[src/rtl/rv32m_div_controller.sv]
// rv32m_div_controller
//
// Sequencer between the RV32M execute stage and a radix-4 iterative divider.
// Accepts DIV/DIVU/REM/REMU requests. Divide-by-zero and signed overflow are
// answered without starting the divider. The operands are held in registers
// for the whole divider run. A one-entry cache of the last divider result
// lets a DIV/REM pair on identical operands share one divider run.
//
// Ports:
//   CLK            in   clock
//   nRST           in   asynchronous active-low reset
//   req            in   request valid, sampled only in IDLE
//   op[1:0]        in   00 DIV, 01 DIVU, 10 REM, 11 REMU
//   rs1, rs2       in   dividend, divisor
//   kill           in   pipeline flush, abandons the in-flight op
//   result         out  selected quotient/remainder, valid while done=1
//   done           out  one-cycle completion pulse
//   busy           out  high in any state other than IDLE
//   div_start      out  one-cycle start pulse to the divider
//   div_is_signed  out  divider signedness (registered)
//   div_dividend   out  divider dividend (registered)
//   div_divisor    out  divider divisor (registered)
//   div_quotient   in   divider quotient
//   div_remainder  in   divider remainder
//   div_finished   in   divider completion level
module rv32m_div_controller #(
  parameter int NUM_BITS = 32
) (
  input  logic                CLK,
  input  logic                nRST,
  input  logic                req,
  input  logic [1:0]          op,
  input  logic [NUM_BITS-1:0] rs1,
  input  logic [NUM_BITS-1:0] rs2,
  input  logic                kill,
  output logic [NUM_BITS-1:0] result,
  output logic                done,
  output logic                busy,
  output logic                div_start,
  output logic                div_is_signed,
  output logic [NUM_BITS-1:0] div_dividend,
  output logic [NUM_BITS-1:0] div_divisor,
  input  logic [NUM_BITS-1:0] div_quotient,
  input  logic [NUM_BITS-1:0] div_remainder,
  input  logic                div_finished
);

  localparam logic [NUM_BITS-1:0] ALL_ONES = '1;
  localparam logic [NUM_BITS-1:0] MIN_NEG  = {1'b1, {(NUM_BITS-1){1'b0}}};

  typedef enum logic [1:0] {
    S_IDLE  = 2'd0,
    S_START = 2'd1,
    S_WAIT  = 2'd2,
    S_RESP  = 2'd3
  } state_t;

  state_t              state_q;
  logic [NUM_BITS-1:0] result_q;
  logic                done_q;
  logic                busy_q;
  logic                div_start_q;
  logic                signed_q;
  logic                sel_rem_q;   // op[1] of the accepted request
  logic [NUM_BITS-1:0] dividend_q;
  logic [NUM_BITS-1:0] divisor_q;

  // One-entry result cache, written only on a completed divider run.
  logic                c_valid_q;
  logic                c_signed_q;
  logic [NUM_BITS-1:0] c_rs1_q;
  logic [NUM_BITS-1:0] c_rs2_q;
  logic [NUM_BITS-1:0] c_quo_q;
  logic [NUM_BITS-1:0] c_rem_q;

  // Classification of the request currently presented in IDLE.
  logic                req_signed_d;
  logic                fast_path_d;
  logic [NUM_BITS-1:0] fast_quo_d;
  logic [NUM_BITS-1:0] fast_rem_d;
  logic [NUM_BITS-1:0] fast_result_d;
  logic [NUM_BITS-1:0] wait_result_d;

  always_comb begin
    req_signed_d = ~op[0];
    fast_path_d  = 1'b0;
    fast_quo_d   = '0;
    fast_rem_d   = '0;
    // Priority: divide-by-zero, then signed overflow, then cache hit.
    if (rs2 == '0) begin
      fast_path_d = 1'b1;
      fast_quo_d  = ALL_ONES;
      fast_rem_d  = rs1;
    end else if (req_signed_d && (rs1 == MIN_NEG) && (rs2 == ALL_ONES)) begin
      fast_path_d = 1'b1;
      fast_quo_d  = MIN_NEG;
      fast_rem_d  = '0;
    end else if (c_valid_q && (rs1 == c_rs1_q) && (rs2 == c_rs2_q) &&
                 (req_signed_d == c_signed_q)) begin
      // The cache holds both results, so op[1] may differ from the cached op.
      fast_path_d = 1'b1;
      fast_quo_d  = c_quo_q;
      fast_rem_d  = c_rem_q;
    end
    fast_result_d = op[1] ? fast_rem_d : fast_quo_d;
    wait_result_d = sel_rem_q ? div_remainder : div_quotient;
  end

  always_ff @(posedge CLK or negedge nRST) begin
    if (!nRST) begin
      state_q     <= S_IDLE;
      result_q    <= '0;
      done_q      <= 1'b0;
      busy_q      <= 1'b0;
      div_start_q <= 1'b0;
      signed_q    <= 1'b0;
      sel_rem_q   <= 1'b0;
      dividend_q  <= '0;
      divisor_q   <= '0;
      c_valid_q   <= 1'b0;
      c_signed_q  <= 1'b0;
      c_rs1_q     <= '0;
      c_rs2_q     <= '0;
      c_quo_q     <= '0;
      c_rem_q     <= '0;
    end else begin
      // Pulses default low; each is raised only on the edge entering its state.
      done_q      <= 1'b0;
      div_start_q <= 1'b0;
      if (kill) begin
        // Flush wins over everything; cache is left as it was.
        state_q <= S_IDLE;
        busy_q  <= 1'b0;
      end else begin
        case (state_q)
          S_IDLE: begin
            if (req) begin
              sel_rem_q  <= op[1];
              signed_q   <= req_signed_d;
              dividend_q <= rs1;
              divisor_q  <= rs2;
              busy_q     <= 1'b1;
              if (fast_path_d) begin
                result_q <= fast_result_d;
                done_q   <= 1'b1;
                state_q  <= S_RESP;
              end else begin
                div_start_q <= 1'b1;
                state_q     <= S_START;
              end
            end
          end
          S_START: begin
            state_q <= S_WAIT;
          end
          S_WAIT: begin
            // The divider drops finished on the start edge, so any high level
            // seen here belongs to the current run.
            if (div_finished) begin
              result_q   <= wait_result_d;
              c_valid_q  <= 1'b1;
              c_signed_q <= signed_q;
              c_rs1_q    <= dividend_q;
              c_rs2_q    <= divisor_q;
              c_quo_q    <= div_quotient;
              c_rem_q    <= div_remainder;
              done_q     <= 1'b1;
              state_q    <= S_RESP;
            end
          end
          S_RESP: begin
            state_q <= S_IDLE;
            busy_q  <= 1'b0;
          end
          default: begin
            state_q <= S_IDLE;
            busy_q  <= 1'b0;
          end
        endcase
      end
    end
  end

  assign result        = result_q;
  assign done          = done_q;
  assign busy          = busy_q;
  assign div_start     = div_start_q;
  assign div_is_signed = signed_q;
  assign div_dividend  = dividend_q;
  assign div_divisor   = divisor_q;

endmodule
[config.mk]
export PLATFORM = sky130hd
export DESIGN_NAME = rv32m_div_controller
export DESIGN_NICKNAME = d
export VERILOG_FILES = /design/src/rtl/rv32m_div_controller.sv
export SDC_FILE = /design/constraint.sdc
export NUM_CORES = 1
export LEC_CHECK = 0
export BUFFER_PORTS_ARGS = -buffer_cell sky130_fd_sc_hd__buf_2
export CORE_UTILIZATION = 55
export CTS_BUF_LIST = sky130_fd_sc_hd__clkbuf_16
export CTS_CLUSTER_DIAMETER = 30
export CTS_CLUSTER_SIZE = 20
export DETAILED_ROUTE_END_ITERATION = 8
export PLACE_DENSITY = 0.76
export SYNTH_ARGS = -nofsm -noshare
export SYNTH_HDL_FRONTEND = slang
export SYNTH_SLANG_ARGS = --single-unit
[constraint.sdc]
create_clock -name CLK -period 2.45 [get_ports CLK]
set_input_delay 0.49 -clock CLK [delete_from_list [all_inputs] [get_ports CLK]]
set_output_delay 0.49 -clock CLK [all_outputs]
set_load 0.05 [all_outputs]
==> impl_metrics.ini <==
[outcome]
outcome = complete, but fails checks
failed_checks = negative setup slack

[clocking]
cts-buffers-inserted = 50
cts_tree = built
clkSlewWorstSetupHoldPaths_ps = 50
clock_latency_ps = 540
cts_sinks = 233
clock_tree.root_cell = sky130_fd_sc_hd__clkbuf_16
cts_max_level = 2
clock_path_buffers = 3

[critical_path]
cp-end-kind = flip-flop
cp_data_required_time_ps = 2860
critical_path_arrival_ps = 2930
startpoint_type = flip-flop
cp_max_fo = 5
worst-setup-path-type = reg2reg

[timing]
rsz_0062_raised_after_global_routing = yes
timing.setup.tns_ps = -1122
setup_viol_count_final = 31
timing.fmax_ghz = 0.3964
skew_ps = 21.23
tightestPinTransition_ps = 468.8
maxSlewHeadroom = 0.6846
finalHoldViolations = 0
worst_slack_ps = -72.48
min_period_over_period = 1.030
final_max_slew_viol_count = 0
final.min_clock_period_ps = 2522

[die]
die_h_microns = 144.5
top_level_ports = 235
die-width_microns = 144.5
floorplan.rows = 51
initial_utilization = 0.5682
coreArea_sq_mm = 0.01965
die_area_sq_mm = 0.02088

[power_and_ir_drop]
net_sw_power_w = 0.008924
p_leak_nw = 7.232
total_power_consumption_of_the_routed_design_w = 0.02187
cellPowerDensity_mw_per_mm2 = 1446
swShare = 0.4080
pwr-share-clk = 0.282
p_int_w = 0.01295
p_comb_frac = 0.399
vdd.ir_drop.worst_mv = 1.010
power_frac_seq = 0.319

[final_layout]
multiInputGateArea_sq_mm = 0.005011
post_layout_nonfiller_instances = 1649
post-route-cell-area_sq_mm = 0.01512
final_net_count = 1482
area_delta_synth_final_pct = 35.41
n_fill_cell = 1344
regArea_sq_mm = 0.005832
layout-drive-gt1-share = 0.4240

[grt]
overflow = 0
grt_max_degree = 64
grt_pass1_wl_mm = 51.53
grt_antenna_before_repair = 2
number_of_global_route_vias_before_repair = 9706
grt.total_usage = 0.3273

[drt]
wl_per_cell_microns = 20.40
route.final.wire_length_mm = 33.64
viasPerCell = 5.812
drt_pre_antenna_iters = 5
vias = 9584
detail_route.iter0.violations = 646
post-route-drc-count = 0
drtAntennaViolNets = 0

[yosys]
synth_area_sq_mm = 0.01117
synth_cell_types = 44
synthTopCellsByCount = 233 x sky130_fd_sc_hd__dfrtp_1, 162 x sky130_fd_sc_hd__mux2_2, 81 x sky130_fd_sc_hd__a21oi_1
post-synth-top-count-cell = sky130_fd_sc_hd__dfrtp_1
top_cell_type_s_share_of_synthesized_area = 0.5221
synthesis.area_per_instance_sq_um = 10.83
synth_seq_area_share = 0.5221
yosys_most_used_dff = sky130_fd_sc_hd__dfrtp_1
yosysWarningCount = 0
synth-seq-cells = 233
synth_enable_flop_cells = 0
synth_top_cells_by_area = sky130_fd_sc_hd__dfrtp_1 52%, sky130_fd_sc_hd__mux2_2 16%, sky130_fd_sc_hd__a21oi_1 3.6%
async_set_or_reset_register_ratio_after_synthesis = 1.000
cell_type_with_the_largest_total_area_after_synthesis = sky130_fd_sc_hd__dfrtp_1
number_of_nets_produced_by_synthesis = 1169
synthesis.instances = 1031

[placement]
portBuffers = 234
place_hpwl_mm = 22.72
placed_cells_incl_taps = 1548
final_weighted_congestion_of_routability_driven_global_placement = 0.8902
placed_area_sq_mm = 0.01321

[run]
cap_viol_max_count = 0

[min_path]
worstHoldPathType = in2reg
final cells by class:
type | instances | share of cell area
diodes | 2 | 0.0003310
clock buffers | 51 | 0.08440
clock inverters | 39 | 0.01845
inverters | 58 | 0.01440
multi-input cells | 674 | 0.3314
flip-flops and latches | 233 | 0.3857
well taps | 265 | 0.02193
repair buffers | 327 | 0.1434
kinds of logic (layout without fill, tap and decap cells):
logic type | count (synthesis) | after routing | synth area share
other cells | 0 | 2 | 0
compound gates | 212 | 212 | 0.1088
simple gates | 218 | 218 | 0.09311
xor+xnor | 48 | 48 | 0.03765
fa+ha+maj | 3 | 3 | 0.003362
flops | 233 | 233 | 0.5221
buf+inv | 124 | 475 | 0.04381
mux | 193 | 193 | 0.1911
power by group through the flow:
stage	Sequential (W)	Combinational (W)	Clock (W)
5_1_grt	0.00719	0.00929	0.00642
3_3_place_gp	0.00686	0.00816	0
6_report	0.00698	0.00873	0.00616
3_5_place_dp	0.00693	0.00835	0
2_1_floorplan	0.00949	0.00333	0
4_1_cts	0.00694	0.00856	0.00619
registers in the layout, summed over array words and instances, names as in the netlist:
| register | cells |
|---|---|
| state_q | 2 |
| c_quo_q | 32 |
| c_rem_q | 32 |
| busy | 1 |
| c_valid_q | 1 |
| div_is_signed | 1 |
| div_start | 1 |
| c_rs2_q | 32 |
| done | 1 |
| div_dividend | 32 |
| c_rs1_q | 32 |
| result | 32 |
| c_signed_q | 1 |
| sel_rem_q | 1 |
| div_divisor | 32 |
metrics by stage:
stage	util	hold slack [ps]	worst slack [ps]
6_report	0.7694	191.5	-72.48
3_3_place_gp	0.6719	448.0	-316.7
4_1_cts	0.7604	181.5	3.041
2_1_floorplan	-	194.4	213.2
3_5_place_dp	0.6719	451.2	-357.7
5_1_grt	0.7694	190.8	-81.53
repair_timing:
action,CTS,global route
pin swaps,10,11
endpoints found under the hold margin,51,0
gates resized for setup,15,24
endpoints found under the setup margin,33,33
gates cloned,2,4
hold buffers,1,0
setup buffers,3,0
worst max-delay path, stage by stage, from the launching register on:
cell	delay [ps]
sky130_fd_sc_hd__dfrtp_1	390
sky130_fd_sc_hd__xnor2_1	280
sky130_fd_sc_hd__nand4_1	240
sky130_fd_sc_hd__nor4_2	380
sky130_fd_sc_hd__nand4_1	180
sky130_fd_sc_hd__buf_6	180
sky130_fd_sc_hd__nor2_4	140
sky130_fd_sc_hd__o31a_4	240
sky130_fd_sc_hd__buf_12	150
sky130_fd_sc_hd__clkbuf_16	150
sky130_fd_sc_hd__a31oi_1	70
path summary, 6_finish.rpt:
check	startpoint	endpoint	slack (ps)	depth (start not counted)
worst max-delay path	c_rs2_q[23]$_DFFE_PN0P_	result[10]$_DFFE_PN0P_	-70	10
worst min-delay path	kill	state_q[1]$_DFFE_PN0P_	190	2
worst max register to register	c_rs2_q[23]$_DFFE_PN0P_	result[10]$_DFFE_PN0P_	-70	10
worst min register to register	c_valid_q$_DFFE_PN0P_	c_valid_q$_DFFE_PN0P_	470	1
max in group asynchronous	nRST	sel_rem_q$_DFFE_PN0P_	1270	3
min in group asynchronous	nRST	c_rs2_q[22]$_DFFE_PN0P_	480	2
per-layer routing:
layer,vias up,share of wire,track usage
met5,-,0,0
met3,93,0.072,0.06258
met2,420,0.48,0.5364
met1,4773,0.40,0.4163
met4,0,0.042,0.1601
li1,4298,-,-
cell usage in the layout (no fill, tap or decap), types with 5 or more instances in the layout:
cell,n
sky130_fd_sc_hd__nand4_1,20
sky130_fd_sc_hd__clkinv_1,17
sky130_fd_sc_hd__nor2_1,50
sky130_fd_sc_hd__buf_2,233
sky130_fd_sc_hd__xnor2_1,39
sky130_fd_sc_hd__a31oi_1,15
sky130_fd_sc_hd__clkbuf_16,54
sky130_fd_sc_hd__xnor2_2,6
sky130_fd_sc_hd__nand3_1,20
sky130_fd_sc_hd__mux2i_1,31
sky130_fd_sc_hd__o21ai_0,68
sky130_fd_sc_hd__mux2_2,162
sky130_fd_sc_hd__buf_12,14
sky130_fd_sc_hd__dfrtp_1,232
sky130_fd_sc_hd__a21oi_1,71
sky130_fd_sc_hd__o211ai_1,28
sky130_fd_sc_hd__nor3_1,5
sky130_fd_sc_hd__clkinv_2,5
sky130_fd_sc_hd__nor2_2,5
sky130_fd_sc_hd__a21oi_2,10
sky130_fd_sc_hd__nand2_1,71
sky130_fd_sc_hd__buf_4,69
sky130_fd_sc_hd__inv_1,66
sky130_fd_sc_hd__nor4_1,16
sky130_fd_sc_hd__nand2b_1,13
Power figures use the tool's default switching activity.
